[src/rtl/muldiv_unit_pkg.sv]
// Shared definitions for the RV32M multiply/divide unit: widths, funct3
// encodings, FSM states and operand-signedness helpers.
package muldiv_unit_pkg;

  localparam int DATA_WIDTH     = 32;
  localparam int NUM_REGISTER   = 32;
  localparam int REG_ADDR_WIDTH = $clog2(NUM_REGISTER);
  localparam int ACC_WIDTH      = 2 * DATA_WIDTH;
  localparam int CNT_WIDTH      = $clog2(DATA_WIDTH);

  localparam logic [2:0] F3_MUL    = 3'b000;
  localparam logic [2:0] F3_MULH   = 3'b001;
  localparam logic [2:0] F3_MULHSU = 3'b010;
  localparam logic [2:0] F3_MULHU  = 3'b011;
  localparam logic [2:0] F3_DIV    = 3'b100;
  localparam logic [2:0] F3_DIVU   = 3'b101;
  localparam logic [2:0] F3_REM    = 3'b110;
  localparam logic [2:0] F3_REMU   = 3'b111;

  typedef enum logic [1:0] {
    ST_IDLE = 2'd0,
    ST_CALC = 2'd1,
    ST_DONE = 2'd2
  } state_t;

  function automatic logic rs1_is_signed(input logic [2:0] f3);
    return (f3 == F3_MULH) || (f3 == F3_MULHSU) || (f3 == F3_DIV) || (f3 == F3_REM);
  endfunction

  function automatic logic rs2_is_signed(input logic [2:0] f3);
    return (f3 == F3_MULH) || (f3 == F3_DIV) || (f3 == F3_REM);
  endfunction

endpackage

[src/rtl/muldiv_signfix.sv]
// Turns unsigned magnitude results back into the signed RV32M result and
// selects the word funct3 asks for; divide-by-zero overrides the quotient.
module muldiv_signfix
  import muldiv_unit_pkg::*;
(
  input  logic [2:0]            i_funct3,
  input  logic [ACC_WIDTH-1:0]  i_acc,
  input  logic                  i_neg_a,
  input  logic                  i_neg_b,
  input  logic                  i_div_zero,
  output logic [DATA_WIDTH-1:0] o_result
);

  logic [ACC_WIDTH-1:0]  prod;
  logic [DATA_WIDTH-1:0] quot;
  logic [DATA_WIDTH-1:0] rem;

  // For divides the accumulator holds {remainder, quotient}.
  always_comb begin
    prod = (i_neg_a ^ i_neg_b) ? -i_acc : i_acc;
    quot = (i_neg_a ^ i_neg_b) ? -i_acc[DATA_WIDTH-1:0] : i_acc[DATA_WIDTH-1:0];
    if (i_div_zero) quot = '1;
    rem  = i_neg_a ? -i_acc[ACC_WIDTH-1:DATA_WIDTH] : i_acc[ACC_WIDTH-1:DATA_WIDTH];
  end

  always_comb begin
    o_result = '0;
    case (i_funct3)
      F3_MUL:                        o_result = prod[DATA_WIDTH-1:0];
      F3_MULH, F3_MULHSU, F3_MULHU:  o_result = prod[ACC_WIDTH-1:DATA_WIDTH];
      F3_DIV, F3_DIVU:               o_result = quot;
      F3_REM, F3_REMU:               o_result = rem;
      default:                       o_result = '0;
    endcase
  end

endmodule

[src/rtl/muldiv_unit.sv]
// Iterative RV32M multiply/divide unit: one bit per cycle over 32 cycles,
// with a fast path for divide-by-zero and signed overflow.
//
//   state | meaning
//   IDLE  | ready for issue
//   CALC  | 32 shift-add / shift-subtract iterations
//   DONE  | one-cycle write-back pulse
module muldiv_unit
  import muldiv_unit_pkg::*;
(
  input  logic                      i_clk,
  input  logic                      i_rst_n,
  input  logic                      i_valid,
  input  logic [2:0]                i_funct3,
  input  logic [DATA_WIDTH-1:0]     i_rs1,
  input  logic [DATA_WIDTH-1:0]     i_rs2,
  input  logic [REG_ADDR_WIDTH-1:0] i_rd_addr,
  input  logic                      i_flush,
  output logic                      o_ready,
  output logic                      o_valid,
  output logic [REG_ADDR_WIDTH-1:0] o_rd_addr,
  output logic [DATA_WIDTH-1:0]     o_result
);

  state_t                    state_q, state_d;
  logic [CNT_WIDTH-1:0]      cnt_q, cnt_d;
  logic [2:0]                funct3_q, funct3_d;
  logic [REG_ADDR_WIDTH-1:0] rd_q, rd_d;
  logic [ACC_WIDTH-1:0]      acc_q, acc_d;
  logic [DATA_WIDTH-1:0]     b_q, b_d;
  logic                      neg_a_q, neg_a_d;
  logic                      neg_b_q, neg_b_d;
  logic                      div_zero_q, div_zero_d;
  logic [DATA_WIDTH-1:0]     result_q, result_d;
  logic [REG_ADDR_WIDTH-1:0] rd_out_q, rd_out_d;

  logic                      accept;
  logic                      in_neg_a, in_neg_b;
  logic [DATA_WIDTH-1:0]     in_a_mag, in_b_mag;
  logic                      in_div_zero, in_ovf, in_special;
  logic [DATA_WIDTH:0]       mul_sum, div_trial, div_diff;
  logic [DATA_WIDTH-1:0]     fix_result;

  assign accept      = (state_q == ST_IDLE) && i_valid && !i_flush;
  assign in_neg_a    = rs1_is_signed(i_funct3) && i_rs1[DATA_WIDTH-1];
  assign in_neg_b    = rs2_is_signed(i_funct3) && i_rs2[DATA_WIDTH-1];
  assign in_a_mag    = in_neg_a ? -i_rs1 : i_rs1;
  assign in_b_mag    = in_neg_b ? -i_rs2 : i_rs2;
  assign in_div_zero = i_funct3[2] && (i_rs2 == '0);
  assign in_ovf      = ((i_funct3 == F3_DIV) || (i_funct3 == F3_REM)) &&
                       (i_rs1 == {1'b1, {(DATA_WIDTH-1){1'b0}}}) && (i_rs2 == '1);
  assign in_special  = in_div_zero || in_ovf;

  assign mul_sum   = {1'b0, acc_q[ACC_WIDTH-1:DATA_WIDTH]} + (acc_q[0] ? {1'b0, b_q} : '0);
  assign div_trial = acc_q[ACC_WIDTH-1:DATA_WIDTH-1];
  assign div_diff  = div_trial - {1'b0, b_q};

  always_ff @(posedge i_clk or negedge i_rst_n) begin
    if (!i_rst_n) state_q <= ST_IDLE;
    else          state_q <= state_d;
  end

  always_comb begin
    state_d = state_q;
    case (state_q)
      ST_IDLE: if (accept) state_d = in_special ? ST_DONE : ST_CALC;
      ST_CALC: begin
        if (i_flush)            state_d = ST_IDLE;
        else if (cnt_q == '1)   state_d = ST_DONE;
      end
      ST_DONE: state_d = ST_IDLE;
      default: state_d = ST_IDLE;
    endcase
  end

  always_comb begin
    o_ready = (state_q == ST_IDLE);
    o_valid = (state_q == ST_DONE) && !i_flush;
  end

  always_comb begin
    cnt_d      = cnt_q;
    funct3_d   = funct3_q;
    rd_d       = rd_q;
    acc_d      = acc_q;
    b_d        = b_q;
    neg_a_d    = neg_a_q;
    neg_b_d    = neg_b_q;
    div_zero_d = div_zero_q;
    case (state_q)
      ST_IDLE: if (accept) begin
        funct3_d   = i_funct3;
        rd_d       = i_rd_addr;
        neg_a_d    = in_neg_a;
        neg_b_d    = in_neg_b;
        div_zero_d = in_div_zero;
        b_d        = in_b_mag;
        cnt_d      = '0;
        // Divide-by-zero parks the dividend in the remainder half so REM returns rs1.
        acc_d      = in_div_zero ? {in_a_mag, {DATA_WIDTH{1'b0}}}
                                 : {{DATA_WIDTH{1'b0}}, in_a_mag};
      end
      ST_CALC: if (!i_flush) begin
        cnt_d = cnt_q + 1'b1;
        if (funct3_q[2]) begin
          if (!div_diff[DATA_WIDTH])
            acc_d = {div_diff[DATA_WIDTH-1:0], acc_q[DATA_WIDTH-2:0], 1'b1};
          else
            acc_d = {div_trial[DATA_WIDTH-1:0], acc_q[DATA_WIDTH-2:0], 1'b0};
        end else begin
          acc_d = {mul_sum, acc_q[DATA_WIDTH-1:1]};
        end
      end
      default: ;
    endcase
  end

  muldiv_signfix u_signfix (
    .i_funct3   (funct3_d),
    .i_acc      (acc_d),
    .i_neg_a    (neg_a_d),
    .i_neg_b    (neg_b_d),
    .i_div_zero (div_zero_d),
    .o_result   (fix_result)
  );

  // Output word is captured on the way into DONE and held afterwards.
  always_comb begin
    result_d = result_q;
    rd_out_d = rd_out_q;
    if (state_d == ST_DONE) begin
      result_d = fix_result;
      rd_out_d = rd_d;
    end
  end

  always_ff @(posedge i_clk or negedge i_rst_n) begin
    if (!i_rst_n) begin
      cnt_q      <= '0;
      funct3_q   <= '0;
      rd_q       <= '0;
      acc_q      <= '0;
      b_q        <= '0;
      neg_a_q    <= 1'b0;
      neg_b_q    <= 1'b0;
      div_zero_q <= 1'b0;
      result_q   <= '0;
      rd_out_q   <= '0;
    end else begin
      cnt_q      <= cnt_d;
      funct3_q   <= funct3_d;
      rd_q       <= rd_d;
      acc_q      <= acc_d;
      b_q        <= b_d;
      neg_a_q    <= neg_a_d;
      neg_b_q    <= neg_b_d;
      div_zero_q <= div_zero_d;
      result_q   <= result_d;
      rd_out_q   <= rd_out_d;
    end
  end

  assign o_result  = result_q;
  assign o_rd_addr = rd_out_q;

endmodule

[config.mk]
export PLATFORM = sky130hd
export DESIGN_NAME = muldiv_unit
export DESIGN_NICKNAME = d
export VERILOG_FILES = /design/src/rtl/muldiv_unit_pkg.sv /design/src/rtl/muldiv_signfix.sv /design/src/rtl/muldiv_unit.sv
export SDC_FILE = /design/constraint.sdc
export NUM_CORES = 1
export LEC_CHECK = 0
export CORE_MARGIN = 2
export CORE_UTILIZATION = 30
export CTS_CLUSTER_SIZE = 40
export DETAILED_ROUTE_END_ITERATION = 16
export MAX_ROUTING_LAYER = met4
export PLACE_DENSITY = 0.57
export SLEW_MARGIN = 20
export SYNTH_ARGS = -nofsm -noshare
export SYNTH_HDL_FRONTEND = slang
export SYNTH_SLANG_ARGS = --single-unit
[constraint.sdc]
create_clock -name i_clk -period 7.2 [get_ports i_clk]
set_input_delay 1.44 -clock i_clk [delete_from_list [all_inputs] [get_ports i_clk]]
set_output_delay 1.44 -clock i_clk [all_outputs]
set_load 0.02 [all_outputs]
==> results.md <==
* Vias in the first global route at about 18000
* Initial DRT Pass Iterations at 9
* Post-DR wirelength/cell at 26.31 um
* Internal at 0.003702 W
* Sequential power share at 18.0%
* Worst Path Required at 7.58 ns
* IO Port Bufs at roughly 110
* NetSw at around 0.0046 W
* WS Path Type: register to register
* RSZ-0062 raised after global routing: no
* Logic pwr share at 69.7%
* Setup TNS at 0 ns
* DP HPWL at roughly 63000 um
* Slew Viols, Final at 0
* Hold buffer count at cts at 0
* Initial DRC Count at 2405
* Synth Instances at 2201
* Peak supply drop at 272.1 uV
* Critical path arrival at 6.87 ns
* CTS root buf: clkbuf_16
* CP Cell Sequence: inv_1, ha_1, fa_1, and2b_1, o2111ai_2, a2111oi_4, o311a_2, o31ai_4, nand2_2, a211oi_2, ha_1, nand2_1, a21oi_1, nand4_1, nor4b_2, nand2_1, a2111oi_0, o311ai_0, o21a_1
* Final Cycle Share at 90.14%
* Crit path max fanout at 17
* Placement Setup Slack at 0.4829 ns
* CP Launch Type: register
* CP delay by family, top: compound AO/OA/AOI/OAI gates
* Outcome: finished clean
* Share of layout cells above drive strength 1 at 8.176%
* Largest net degree at the start of global routing at 95
* Bufs on Longest Clock Path at 2
* Htree depth at 4
* Starting Density at 30.35%
* Mean Syn Cell Area at 7.435 um^2
* Synthesized flop and latch total at 151
* Row Count at 85
* Setup ws final at 0.7098 ns
* Critical path capture point type: register
* Clock power frac at 12.3%
* Rel. slew slack at 29.82%
* Post-Route WL at 79460 um
* Clk_lat worst skew at 0.50 ns
* Nets at ~2500
* Setup Skew at 0.01905 ns
* FMAX at 154.1 MHz
* Diode count at 0
* Critical Path Slowest Stage Cell: o31ai_4
* Critical path's largest stage delay at about 0.8 ns
* CTS Buf Count at 17
* PwrDens at 429.0 nW/um^2
* Post-synth ARST share at between 90% and 100%
* GRT overflow at 0
* Main synth FF type: dfrtp_1
* Hold Path Class: register to register
* Die ar. at 56430 um^2
* Min Tclk post-route at 6.490 ns
* Switching Share at 55.21%
* Tightest Pin Transition at roughly 1.1 ns
* RePlAce Congestion at 1.017
* Number of buffers added for setup after CTS at 0
* Clk sinks at 151
* Antenna Nets Post-Route at 0
* Clock-pin slew on the worst setup and hold paths at roughly 0.07 ns
* Synthesized Nets at 2350
* Final Hold Viols at 0
* Initial antenna violation count at 0
* Die Ht at 237.6 um
* Seq/Total Area, Yosys at a little under a quarter
* Synth warn at 0
* Final Power at 0.008265 W
* Mapped cell area at 16360 um^2
* Distinct cells, synth at 110
* Via/cell ratio at ~6.2
* Max Cap Viol at 0
* Bufs and invs on worst path at 1
* Final setup fails at 0
* P_leak at just under 8 nW
* Post-synth EDFFs at 0
* First-pass GRT wire length at between 100000 and 150000 um
* Die Wd at 237.6 um
* GRT Util Overall at 28.82%
* CTS resizes at 0
* CTS tree: yes
* # IOs at 115
* Vias at ~19000
* Residual DRC at 0
* Core Region at 53920 um^2
* Area Overhead vs Synth at 17.74%
==> final cells by class <==
class / count / area, um^2
fill: 5688 / 34650
multi-input combinational: 1825 / 11740
sequential: 151 / 3780
timing repair buffer: 204 / 1818
tap: 696 / 870.8
clock buffer: 19 / 442.9
inverter: 112 / 420.4
clock inverter: 13 / 192.7
==> worst reg2reg max path: stages (launching register included) <==
cell       delay [ns]
dfrtp_1          0.38
inv_1            0.14
ha_1             0.21
fa_1             0.21
and2b_1          0.22
o2111ai_2        0.46
a2111oi_4        0.21
o311a_2          0.54
o31ai_4          0.80
nand2_2          0.42
a211oi_2         0.42
ha_1             0.24
nand2_1          0.05
a21oi_1          0.23
nand4_1          0.18
nor4b_2          0.54
nand2_1          0.18
a2111oi_0        0.53
o311ai_0         0.27
o21a_1           0.17
==> stage by stage <==
step	utilization [%]	instance area, um^2	std cells	hold WS, ns
floorplan	-	16360	2201	0.4358
global placement	34.55	18630	2988	0.4504
detailed placement	34.55	18630	2988	0.4547
CTS	35.73	19260	3020	0.4701
global route	35.73	19270	3020	0.4837
finish	35.73	19270	3020	0.4766
==> synthesized netlist by cell type, types with 27 or more instances <==
master | n | area, um^2
nor2_1 | 229 | 859.6
clkbuf_1 | 82 | 307.8
nand4_1 | 45 | 281.5
nand3_1 | 49 | 245.2
xnor2_1 | 81 | 709.4
o31ai_1 | 27 | 202.7
xor2_1 | 53 | 464.2
ha_1 | 71 | 888.4
nor3_1 | 61 | 305.3
nand2_1 | 223 | 837.1
o21ai_0 | 168 | 840.8
a211oi_1 | 28 | 210.2
mux2i_1 | 41 | 410.4
dfrtp_1 | 151 | 3779
inv_1 | 109 | 409.1
a31oi_1 | 43 | 269.0
nor4_1 | 36 | 225.2
a21oi_1 | 206 | 1031
==> path summary, 6_finish.rpt <==
check	start	endpoint	slack, ns	depth (start not counted)
setup / recovery	acc_q[31]	o_result[16]	0.71	19
hold / removal	rd_q[1]	rd_q[1]	0.48	2
setup reg to reg	acc_q[31]	o_result[16]	0.71	19
hold reg to reg	rd_q[1]	rd_q[1]	0.48	2
max in group asynchronous	i_rst_n	acc_q[48]	4.70	2
min in group asynchronous	i_rst_n	o_result[29]	1.08	1
==> state kept, by name, indices dropped and copies added (netlist names) <==
signal	count
funct3_q	3
neg_a_q	1
state_q	2
rd_q	5
o_result	32
o_rd_addr	5
neg_b_q	1
b_q	32
cnt_q	5
acc_q	64
div_zero_q	1
==> layer usage <==
| metal | wire (um) | global-route usage, % |
|---|---|---|
| met3 | 6148 | 4.088 |
| met1 | 33180 | 36.98 |
| met4 | 4804 | 15.67 |
| met2 | 35330 | 43.80 |
| met5 | 0 | - |
==> kinds of logic after synthesis <==
kind of cell	synth area share (%)
compound gates	30.36
simple gates	24.71
mux	3.494
buf+inv	5.398
flops	23.09
fa+ha+maj	5.673
xor+xnor	7.271
==> power by group through the flow <==
stage	sequential, W	combinational, W	clock [W]
after global routing	0.00151	0.00609	0.00106
after floorplan	0.00147	0.00334	0
final	0.00149	0.00576	0.00101
after CTS	0.00147	0.00558	0.00103
after global placement	0.00148	0.00556	0
after detailed placement	0.00149	0.00555	0
==> cells in the final DEF (no fill, tap or decap), types with 43 or more instances in the layout <==
cell type / count
o21ai_0: 167
nand3_1: 49
nand2_1: 222
nor2_1: 229
xor2_1: 53
a21oi_1: 206
buf_4: 90
a31oi_1: 43
inv_1: 109
clkdlybuf4s50_1: 113
nor3_1: 61
dfrtp_1: 150
nand4_1: 45
ha_1: 71
xnor2_1: 80
Power figures use the tool's default switching activity.
